$ cat src/rtl/fwd_hazard_if.sv
// Consumer-side bundle for the forwarding/hazard controller: decode-stage
// operand info and pipeline controls in, forwarding selects and stall controls out.
interface fwd_hazard_if #(
    parameter int NUM_SRC = 2,
    parameter int DEPTH   = 3,
    parameter int REG_W   = 5,
    parameter int SEL_W   = $clog2(DEPTH + 1),
    parameter int CNT_W   = 32
) ();
    logic                       id_valid;
    logic [NUM_SRC*REG_W-1:0]   id_rs_addr;
    logic [NUM_SRC-1:0]         id_rs_used;
    logic [REG_W-1:0]           id_rd_addr;
    logic                       id_rd_we;
    logic [SEL_W-1:0]           id_rdy_stage;
    logic                       pipe_freeze;
    logic                       flush;
    logic [NUM_SRC*SEL_W-1:0]   fwd_sel;
    logic                       stall;
    logic                       bubble;
    logic [CNT_W-1:0]           stall_count;

    modport master (
        output id_valid, id_rs_addr, id_rs_used, id_rd_addr, id_rd_we,
               id_rdy_stage, pipe_freeze, flush,
        input  fwd_sel, stall, bubble, stall_count
    );

    modport slave (
        input  id_valid, id_rs_addr, id_rs_used, id_rd_addr, id_rd_we,
               id_rdy_stage, pipe_freeze, flush,
        output fwd_sel, stall, bubble, stall_count
    );
endinterface

$ cat src/rtl/fwd_hazard_ctrl.sv
// Forwarding and load-use hazard controller: a shift-register scoreboard of
// in-flight destinations drives per-operand forwarding selects and stall/bubble.
module fwd_hazard_ctrl #(
    parameter int NUM_SRC = 2,
    parameter int DEPTH   = 3,
    parameter int REG_W   = 5,
    parameter int SEL_W   = $clog2(DEPTH + 1),
    parameter int CNT_W   = 32
) (
    input  logic         clk,
    input  logic         rst,
    fwd_hazard_if.slave  bus
);

    typedef struct packed {
        logic             vld;
        logic [REG_W-1:0] rd;
        logic [SEL_W-1:0] rdy;
    } entry_t;

    // Index 1 is the stage immediately ahead of the consumer.
    entry_t entry_q [1:DEPTH];
    entry_t entry_d [1:DEPTH];

    logic [CNT_W-1:0]         stall_count_q;
    logic [CNT_W-1:0]         stall_count_d;

    logic [NUM_SRC*SEL_W-1:0] fwd_sel_w;
    logic [NUM_SRC-1:0]       nrdy_w;
    logic                     stall_w;
    logic                     bubble_w;
    logic [SEL_W-1:0]         rdy_in;

    // ------------------------------------------------------------------
    // Per-operand lookup: the nearest matching producer decides the
    // outcome, so an older ready copy never overrides a younger pending one.
    // ------------------------------------------------------------------
    genvar gi;
    generate
        for (gi = 0; gi < NUM_SRC; gi++) begin : g_op
            logic [REG_W-1:0] rs;
            logic             active;
            logic [SEL_W-1:0] sel;
            logic             nrdy;
            logic             hit;

            assign rs     = bus.id_rs_addr[gi*REG_W +: REG_W];
            assign active = bus.id_valid & bus.id_rs_used[gi] & (rs != '0);

            always_comb begin
                sel  = '0;
                nrdy = 1'b0;
                hit  = 1'b0;
                for (int s = 1; s <= DEPTH; s++) begin
                    if (active && !hit && entry_q[s].vld && (entry_q[s].rd == rs)) begin
                        hit = 1'b1;
                        if (SEL_W'(s) >= entry_q[s].rdy) begin
                            sel = SEL_W'(s);
                        end else begin
                            nrdy = 1'b1;
                        end
                    end
                end
            end

            assign fwd_sel_w[gi*SEL_W +: SEL_W] = sel;
            assign nrdy_w[gi]                   = nrdy;
        end
    endgenerate

    assign stall_w  = bus.id_valid & ~bus.flush & (|nrdy_w);
    assign bubble_w = stall_w & ~bus.pipe_freeze;

    // Out-of-range ready stages are clamped so every entry eventually forwards.
    always_comb begin
        rdy_in = bus.id_rdy_stage;
        if (bus.id_rdy_stage == '0) begin
            rdy_in = SEL_W'(1);
        end else if (bus.id_rdy_stage > SEL_W'(DEPTH)) begin
            rdy_in = SEL_W'(DEPTH);
        end
    end

    // ------------------------------------------------------------------
    // Scoreboard advance and stall counter
    // ------------------------------------------------------------------
    always_comb begin
        entry_d       = entry_q;
        stall_count_d = stall_count_q;
        if (!bus.pipe_freeze) begin
            for (int s = DEPTH; s >= 2; s--) begin
                entry_d[s] = entry_q[s-1];
            end
            if (stall_w || bus.flush || !bus.id_valid) begin
                entry_d[1] = '0;
            end else begin
                entry_d[1].vld = bus.id_rd_we & (bus.id_rd_addr != '0);
                entry_d[1].rd  = bus.id_rd_addr;
                entry_d[1].rdy = rdy_in;
            end
            if (stall_w && (stall_count_q != '1)) begin
                stall_count_d = stall_count_q + CNT_W'(1);
            end
        end
    end

    always_ff @(posedge clk) begin
        if (rst) begin
            for (int s = 1; s <= DEPTH; s++) begin
                entry_q[s] <= '0;
            end
            stall_count_q <= '0;
        end else begin
            for (int s = 1; s <= DEPTH; s++) begin
                entry_q[s] <= entry_d[s];
            end
            stall_count_q <= stall_count_d;
        end
    end

    assign bus.fwd_sel     = fwd_sel_w;
    assign bus.stall       = stall_w;
    assign bus.bubble      = bubble_w;
    assign bus.stall_count = stall_count_q;

endmodule

$ cat src/flat_wrapper.sv
// flat-port wrapper written by rule: the top's interface ports become plain ports
module fwd_hazard_ctrl_flat 
#(
    parameter int NUM_SRC = 2,
    parameter int DEPTH   = 3,
    parameter int REG_W   = 5,
    parameter int SEL_W   = $clog2(DEPTH + 1),
    parameter int CNT_W   = 32
)
  (clk, rst, bus_id_valid, bus_id_rs_addr, bus_id_rs_used, bus_id_rd_addr, bus_id_rd_we, bus_id_rdy_stage, bus_pipe_freeze, bus_flush, bus_fwd_sel, bus_stall, bus_bubble, bus_stall_count);
  fwd_hazard_if #(.NUM_SRC(NUM_SRC), .DEPTH(DEPTH), .REG_W(REG_W), .SEL_W(SEL_W), .CNT_W(CNT_W)) bus_i ();
  input  logic clk;
  input  logic rst;
  input wire logic [$bits(bus_i.id_valid)-1:0] bus_id_valid;
  input wire logic [$bits(bus_i.id_rs_addr)-1:0] bus_id_rs_addr;
  input wire logic [$bits(bus_i.id_rs_used)-1:0] bus_id_rs_used;
  input wire logic [$bits(bus_i.id_rd_addr)-1:0] bus_id_rd_addr;
  input wire logic [$bits(bus_i.id_rd_we)-1:0] bus_id_rd_we;
  input wire logic [$bits(bus_i.id_rdy_stage)-1:0] bus_id_rdy_stage;
  input wire logic [$bits(bus_i.pipe_freeze)-1:0] bus_pipe_freeze;
  input wire logic [$bits(bus_i.flush)-1:0] bus_flush;
  output wire logic [$bits(bus_i.fwd_sel)-1:0] bus_fwd_sel;
  output wire logic [$bits(bus_i.stall)-1:0] bus_stall;
  output wire logic [$bits(bus_i.bubble)-1:0] bus_bubble;
  output wire logic [$bits(bus_i.stall_count)-1:0] bus_stall_count;
  assign bus_i.id_valid = bus_id_valid;
  assign bus_i.id_rs_addr = bus_id_rs_addr;
  assign bus_i.id_rs_used = bus_id_rs_used;
  assign bus_i.id_rd_addr = bus_id_rd_addr;
  assign bus_i.id_rd_we = bus_id_rd_we;
  assign bus_i.id_rdy_stage = bus_id_rdy_stage;
  assign bus_i.pipe_freeze = bus_pipe_freeze;
  assign bus_i.flush = bus_flush;
  assign bus_fwd_sel = bus_i.fwd_sel;
  assign bus_stall = bus_i.stall;
  assign bus_bubble = bus_i.bubble;
  assign bus_stall_count = bus_i.stall_count;
  fwd_hazard_ctrl #(.NUM_SRC(NUM_SRC), .DEPTH(DEPTH), .REG_W(REG_W), .SEL_W(SEL_W), .CNT_W(CNT_W)) u_core (.clk(clk), .rst(rst), .bus(bus_i));
endmodule
$ cat config.mk
export PLATFORM = sky130hd
export DESIGN_NAME = fwd_hazard_ctrl_flat
export DESIGN_NICKNAME = d
export VERILOG_FILES = /design/src/rtl/fwd_hazard_if.sv /design/src/rtl/fwd_hazard_ctrl.sv /design/src/flat_wrapper.sv
export SDC_FILE = /design/constraint.sdc
export NUM_CORES = 1
export LEC_CHECK = 0
export ABC_AREA = 1
export CAP_MARGIN = 10
export CELL_PAD_IN_SITES_DETAIL_PLACEMENT = 1
export CELL_PAD_IN_SITES_GLOBAL_PLACEMENT = 2
export CORE_MARGIN = 4
export CORE_UTILIZATION = 30
export DETAILED_ROUTE_END_ITERATION = 8
export GPL_TIMING_DRIVEN = 0
export PLACE_DENSITY_LB_ADDON = 0.1
export SLEW_MARGIN = 20
export SYNTH_ARGS = -nofsm -noshare
export SYNTH_HDL_FRONTEND = slang
export SYNTH_SLANG_ARGS = --single-unit
$ cat constraint.sdc
create_clock -name clk -period 5.35 [get_ports clk]
set_clock_uncertainty 0.15 [all_clocks]
set_input_delay 1.07 -clock clk [delete_from_list [all_inputs] [get_ports clk]]
set_output_delay 1.07 -clock clk [all_outputs]
set_load 0.02 [all_outputs]
# Word-level counts from Yosys, hierarchy flattened
# Index checks and enable logic that the tools add are counted.
# word_totals
output_inout_bits	38
elab_cells	91
register_bits	56
# op_classes
mux	29
n_addsub	1
n_eq_ne	7
reduce_logical	30
bitwise_logic	10
n_lt_le_gt_ge	4
# ops
op	count
$add 32x1->32 const B	1
$ne 32x32->1 const B	1
$eq 5x5->1	6
$mux 2	11
$logic_and 1x1->1	17
$mux 1	17
$reduce_bool 5->1	3
$and 1x1->1	8
$mux 8	1
$logic_not 1->1	5
$ge 2x2->1 const A	2
$ge 1x2->1 const A	1
$gt 2x2->1 const B	1
$logic_not 2->1	1
$logic_or 1x1->1	2
$not 1->1	2
$reduce_and 2->1	1
$reduce_or 2->1	1

# Longest topological paths before layout
# logic_depth
depth_word	20
ltp_mapped	15
depth_no_buf	14

# Least setup slack after synthesis
# No wires, ideal clock.
# synth_timing
path_kind	in2out
from	input bus_id_rs_addr[5]
to	output bus_bubble
arrival_time_ns	2.447
t_required_ns	4.130
slack_ns	1.683
cell_stages	12
cell_sequence	inv_1 nand2_1 nand2_1 nor2_2 nand2_1 nand3b_1 nand2_1 nand2_2 a21oi_4 buf_6 inv_1 nor2_1
# synth_between
elab_chain_len	18
# synth_lines
element	line_no	source
from (decl)	flat_wrapper.sv:15	input wire logic [$bits(bus_i.id_rs_addr)-1:0] bus_id_rs_addr;
$reduce_bool 5->1	fwd_hazard_ctrl.sv:48	assign active = bus.id_valid & bus.id_rs_used[gi] & (rs != '0);
$and 1x1->1	fwd_hazard_ctrl.sv:48	
$logic_and 1x1->1 (2 in series)	fwd_hazard_ctrl.sv:55	if (active && !hit && entry_q[s].vld && (entry_q[s].rd == rs)) begin
$mux 1	fwd_hazard_ctrl.sv:55	
$logic_not 1->1	fwd_hazard_ctrl.sv:55	
$logic_and 1x1->1 (3 in series)	fwd_hazard_ctrl.sv:55	
$mux 1	fwd_hazard_ctrl.sv:55	
$logic_not 1->1	fwd_hazard_ctrl.sv:55	
$logic_and 1x1->1 (3 in series)	fwd_hazard_ctrl.sv:55	
$mux 1 *	fwd_hazard_ctrl.sv:55	
$reduce_or 2->1 *	fwd_hazard_ctrl.sv:71	assign stall_w = bus.id_valid & ~bus.flush & (|nrdy_w);
$and 1x1->1 *	fwd_hazard_ctrl.sv:71	
net bus_stall	flat_wrapper.sv:23	output wire logic [$bits(bus_i.stall)-1:0] bus_stall;
$and 1x1->1 *	fwd_hazard_ctrl.sv:72	assign bubble_w = stall_w & ~bus.pipe_freeze;
to (decl)	flat_wrapper.sv:24	output wire logic [$bits(bus_i.bubble)-1:0] bus_bubble;
# The timed path passes the listed nets; every way through them passes the cells marked *.

# Worst setup path after layout
# layout_timing
from	input bus_id_rs_addr[7]
to	output bus_bubble
# layout_between
elab_chain_len	18
# layout_lines
element	line_no
$reduce_bool 5->1	fwd_hazard_ctrl.sv:48
$and 1x1->1	fwd_hazard_ctrl.sv:48
$logic_and 1x1->1 (2 in series)	fwd_hazard_ctrl.sv:55
$mux 1	fwd_hazard_ctrl.sv:55
$logic_not 1->1	fwd_hazard_ctrl.sv:55
$logic_and 1x1->1 (3 in series)	fwd_hazard_ctrl.sv:55
$mux 1	fwd_hazard_ctrl.sv:55
$logic_not 1->1	fwd_hazard_ctrl.sv:55
$logic_and 1x1->1 (3 in series)	fwd_hazard_ctrl.sv:55
$mux 1 *	fwd_hazard_ctrl.sv:55
$reduce_or 2->1 *	fwd_hazard_ctrl.sv:71
$and 1x1->1 *	fwd_hazard_ctrl.sv:71
$and 1x1->1 *	fwd_hazard_ctrl.sv:72
# Mark *: on every way between the ends. The rest lies on a longest branch, timed or not.

==> reports/summary.md <==
The tools report the remaining global-route overflow as 0. Final count of pins violating max slew: 0. Counting every instance in the synthesized netlist gives 558. By count the netlist is led by sky130_fd_sc_hd__nand2_1 (158), sky130_fd_sc_hd__nor2_1 (57), sky130_fd_sc_hd__inv_1 (55). Yosys mapped a number of flops with a built-in enable equal to 0. The number of rows created at floorplan came out at 39. The average detailed-routed wire length per instance works out to 17.62 um. The logs give 0 for the number of maximum-capacitance violations and 4487 um2 for the final standard cell area without fillers.

Counting tap cells, the placed design contains a total of 762 instances. In this run the number of cells on the critical path is 11. In this run the horizontal extent of the chip is 116.9 um. Hold violation total from the final report: 0.

The final instance count without filler cells was 770; the synthesized flop and latch total was 54. Data on the critical path is required at its endpoint by 4130 ps. STA classifies the critical path startpoint as an input pin. At the worst endpoint, the arrival time is 3780 ps. The slowest library cell on the worst path was sky130_fd_sc_hd__clkdlybuf4s50_1.

In this run the mean area of a mapped cell was 6.370 um2. The largest delay contributor family on the critical path is buffers and inverters. The clock reaches the later pin of the worst-skew pair after 300 ps. The vertical extent of the die was 116.9 um.

The antenna diode count is 0. By area the synthesized netlist is led by sky130_fd_sc_hd__dfxtp_1 (30%), sky130_fd_sc_hd__nand2_1 (17%), sky130_fd_sc_hd__nand4_1 (6.3%). The logs give 17 for the maximum number of pins on one net before global-route repair and 0 for the post-cts repair resize count. The logs give 584 for the post-synth net total and 30 for the unique cell type count in the Yosys netlist.

Yosys printed 0 warnings. Across the VDD grid, the largest voltage drop is 0.0001256 V. Detailed placement finished with a half-perimeter wire length of 10.92 mm. Largest area contributor in the synthesized netlist: sky130_fd_sc_hd__dfxtp_1. The die covers 13650 um2. Buffers inserted during clock tree synthesis total 5. Cell at the root of the clock tree: sky130_fd_sc_hd__clkbuf_16. The detail route stage leaves a number of antenna-violating nets equal to 0.

The via total after detailed routing came out at 3914. The total setup violations reported at the end of the flow is 0. In this run the deepest clock path goes through 2 buffers. On the worst path, the slowest cell contributes a delay of 610 ps. The run gives 200.0 MHz as the highest clock frequency the design can meet. For this design, the sink count on the clock tree is 54. For the aggregate routed wire length, the log shows 13.57 mm. The synthesized area is 3555 um2. The instance count along the most critical hold path was 2.

For the power after layout, the log shows 0.0008415 W. After detailed routing, the number of remaining DRC violations is 0. TritonCTS built the clock tree. Port buffering added 61 buffers.

The area fraction of the dominant cell type after synthesis was 0.3041; the share of the yosys chip area belonging to registers was 0.3041. The async set-reset flop share out of synthesis is 0. After routing, the total negative slack on setup checks comes to 0 ps.

After detailed placement, the total cell area comes to 4344 um2. The kind of end point of the critical path was an output port. Setup repair after global routing left no endpoint under its margin. Before antenna repair, the detailed router went through 4 iterations. At the pin with the least slew margin, the transition time is 701.6 ps. The all-layer global routing usage was 0.2094. The total buffers and inverters traversed by the critical path works out to 4.

Dividing total power by cell area gives a power density of 187.5 nW/um2. The starting utilization of the core area is 0.3087. Type of the worst min-delay path: flop to flop.

The filler cells instantiated in the layout total 1524. Clock-pin slew was measured on the worst setup and hold paths at 70 ps. The tools report the initial antenna violation count as 0.

The number of global-route vias before repair was 4221; the post-CTS setup buffer count was 0. Dividing the detail-routed via count by the number of cells gives 5.083. Dominant register cell in the synthesized netlist: sky130_fd_sc_hd__dfxtp_1. The run finished with clean final reports. The fraction of the cycle the final worst path needs was 0.9347; the weighted congestion reported at the end of routability-driven placement was 0.8898. The fraction of final layout cells sized beyond drive strength 1 is 0.05423.

Buffers inserted to repair hold after CTS numbered 0. Counting cells, the worst reg-to-reg path comes to 11. Traced cell by cell, the critical path runs through clkdlybuf4s50_1, nor2_1, a21oi_1, nand3b_1, nand2_1, nand2_2, a21oi_4, buf_6, inv_1, nor2_1, clkdlybuf4s50_1. The run gives 11520 um2 as the core region area. Type of the worst setup path: input pin to output port. The logs give 0.5322 for the worst slew margin relative to its limit and 652 for the final net count. The first global-routing pass estimated 22.18 mm of wire.

The cell with the most instances after synthesis is sky130_fd_sc_hd__nand2_1. The clock tree synthesis step divided the H-tree into 2 levels. The number of I/O pins is 63, and the area added between synthesis and finish is 26.22%. Along the worst path, the maximum fanout reaches 10. The first-iteration detailed-routing DRC count was 173.

The time the worst path needs with I/O delays and setup was 5001 ps; the standby leakage power was 1.702 nW.
-- path summary, 6_finish.rpt --
kind	slack [ps]	from	to
max	350	bus_id_rs_addr[7]	bus_bubble
min	320	u_core.entry_q[16]	u_core.entry_q[16]
max reg2reg	2800	u_core.bus.stall_count[0]	u_core.bus.stall_count[8]
min reg2reg	320	u_core.entry_q[16]	u_core.entry_q[16]
-- placed cells by master, fill, tap and decap left out, types with 2 or more instances in the layout --
| master | netlist | final |
|---|---|---|
| sky130_fd_sc_hd__clkbuf_1 | 14 | 15 |
| sky130_fd_sc_hd__dfxtp_1 | 54 | 54 |
| sky130_fd_sc_hd__buf_6 | 5 | 5 |
| sky130_fd_sc_hd__o22ai_1 | 2 | 2 |
| sky130_fd_sc_hd__xnor2_1 | 10 | 10 |
| sky130_fd_sc_hd__nand3_1 | 22 | 22 |
| sky130_fd_sc_hd__nor2_2 | 4 | 4 |
| sky130_fd_sc_hd__nor2_4 | 3 | 3 |
| sky130_fd_sc_hd__o2111ai_1 | 2 | 2 |
| sky130_fd_sc_hd__nand3b_1 | 3 | 3 |
| sky130_fd_sc_hd__clkbuf_16 | 0 | 5 |
| sky130_fd_sc_hd__o211ai_1 | 3 | 3 |
| sky130_fd_sc_hd__nor4_1 | 4 | 4 |
| sky130_fd_sc_hd__nand2_1 | 158 | 158 |
| sky130_fd_sc_hd__inv_1 | 55 | 55 |
| sky130_fd_sc_hd__inv_2 | 6 | 6 |
| sky130_fd_sc_hd__nand4_1 | 36 | 36 |
| sky130_fd_sc_hd__a21oi_1 | 44 | 44 |
| sky130_fd_sc_hd__clkdlybuf4s50_1 | 0 | 61 |
| sky130_fd_sc_hd__nor3_1 | 20 | 20 |
| sky130_fd_sc_hd__nor2_1 | 57 | 57 |
| sky130_fd_sc_hd__nor3b_1 | 3 | 3 |
| sky130_fd_sc_hd__xor2_1 | 17 | 17 |
| sky130_fd_sc_hd__o21ai_0 | 20 | 20 |
| sky130_fd_sc_hd__nand2_2 | 6 | 6 |
| sky130_fd_sc_hd__o21bai_1 | 4 | 4 |
-- final cells by class --
cell class                      instances  area [um2]  share of cell area
Timing Repair Buffer                   61       610.6              0.1361
Multi-Input combinational cell        424        2136              0.4760
Buffer                                 19       108.9             0.02426
Clock buffer                            6       128.9             0.02872
Clock inverter                          2       13.76            0.003067
Sequential cell                        54        1081              0.2409
Tap cell                              143       178.9             0.03988
Inverter                               61       229.0             0.05103
-- sequential cells by signal (all words and copies together) (netlist names) --
register                count
u_core.bus.stall_count     32
u_core.entry_q             22
-- metrics by stage --
step | setup slack [ps] | util | hold slack [ps]
3_5_place_dp | 350.9 | 0.3772 | 314.9
4_1_cts | 346.0 | 0.3896 | 325.5
2_1_floorplan | 1683 | - | 291.8
3_3_place_gp | 397.7 | 0.3772 | 308.3
5_1_grt | 141.3 | 0.3896 | 354.1
6_report | 349.1 | 0.3896 | 323.2
-- worst reg2reg max path: stages, from the launching register on --
cell                       delay, ps
sky130_fd_sc_hd__dfxtp_1         480
sky130_fd_sc_hd__ha_1            240
sky130_fd_sc_hd__inv_1            90
sky130_fd_sc_hd__nor2_4          210
sky130_fd_sc_hd__nand2_2          90
sky130_fd_sc_hd__nor2_4          160
sky130_fd_sc_hd__nand2_2         100
sky130_fd_sc_hd__nor2_4          110
sky130_fd_sc_hd__nand3b_4        170
sky130_fd_sc_hd__clkbuf_1        330
sky130_fd_sc_hd__nand4_1         200
sky130_fd_sc_hd__a21oi_1          70
-- power breakdown --
part	total (W)	switching, W	internal, W
clock	0.000333	0.000159	0.000174
combinational	0.0000909	0.0000556	0.0000353
sequential	0.000417	0.00000818	0.000409
total	0.000841	0.000223	0.000619
-- kinds of logic after synthesis --
group                    Yosys count  share of synthesized area
adder cells (fa/ha/maj)            1                   0.003519
AND/OR/NAND/NOR                  318                     0.4080
XOR/XNOR                          27                    0.06652
AO/OA/AOI/OAI                     78                     0.1228
buffers and inverters             80                    0.09504
flip-flops                        54                     0.3041
-- layer usage --
metal | track usage | part of all wire | vias up
met4 | 0.08333 | 0.038 | 0
met2 | 0.3921 | 0.53 | 63
met1 | 0.2413 | 0.42 | 1857
met3 | 0.02314 | 0.017 | 25
met5 | 0 | 0 | -
li1 | - | - | 1969
(Power assumes the default switching activity.)
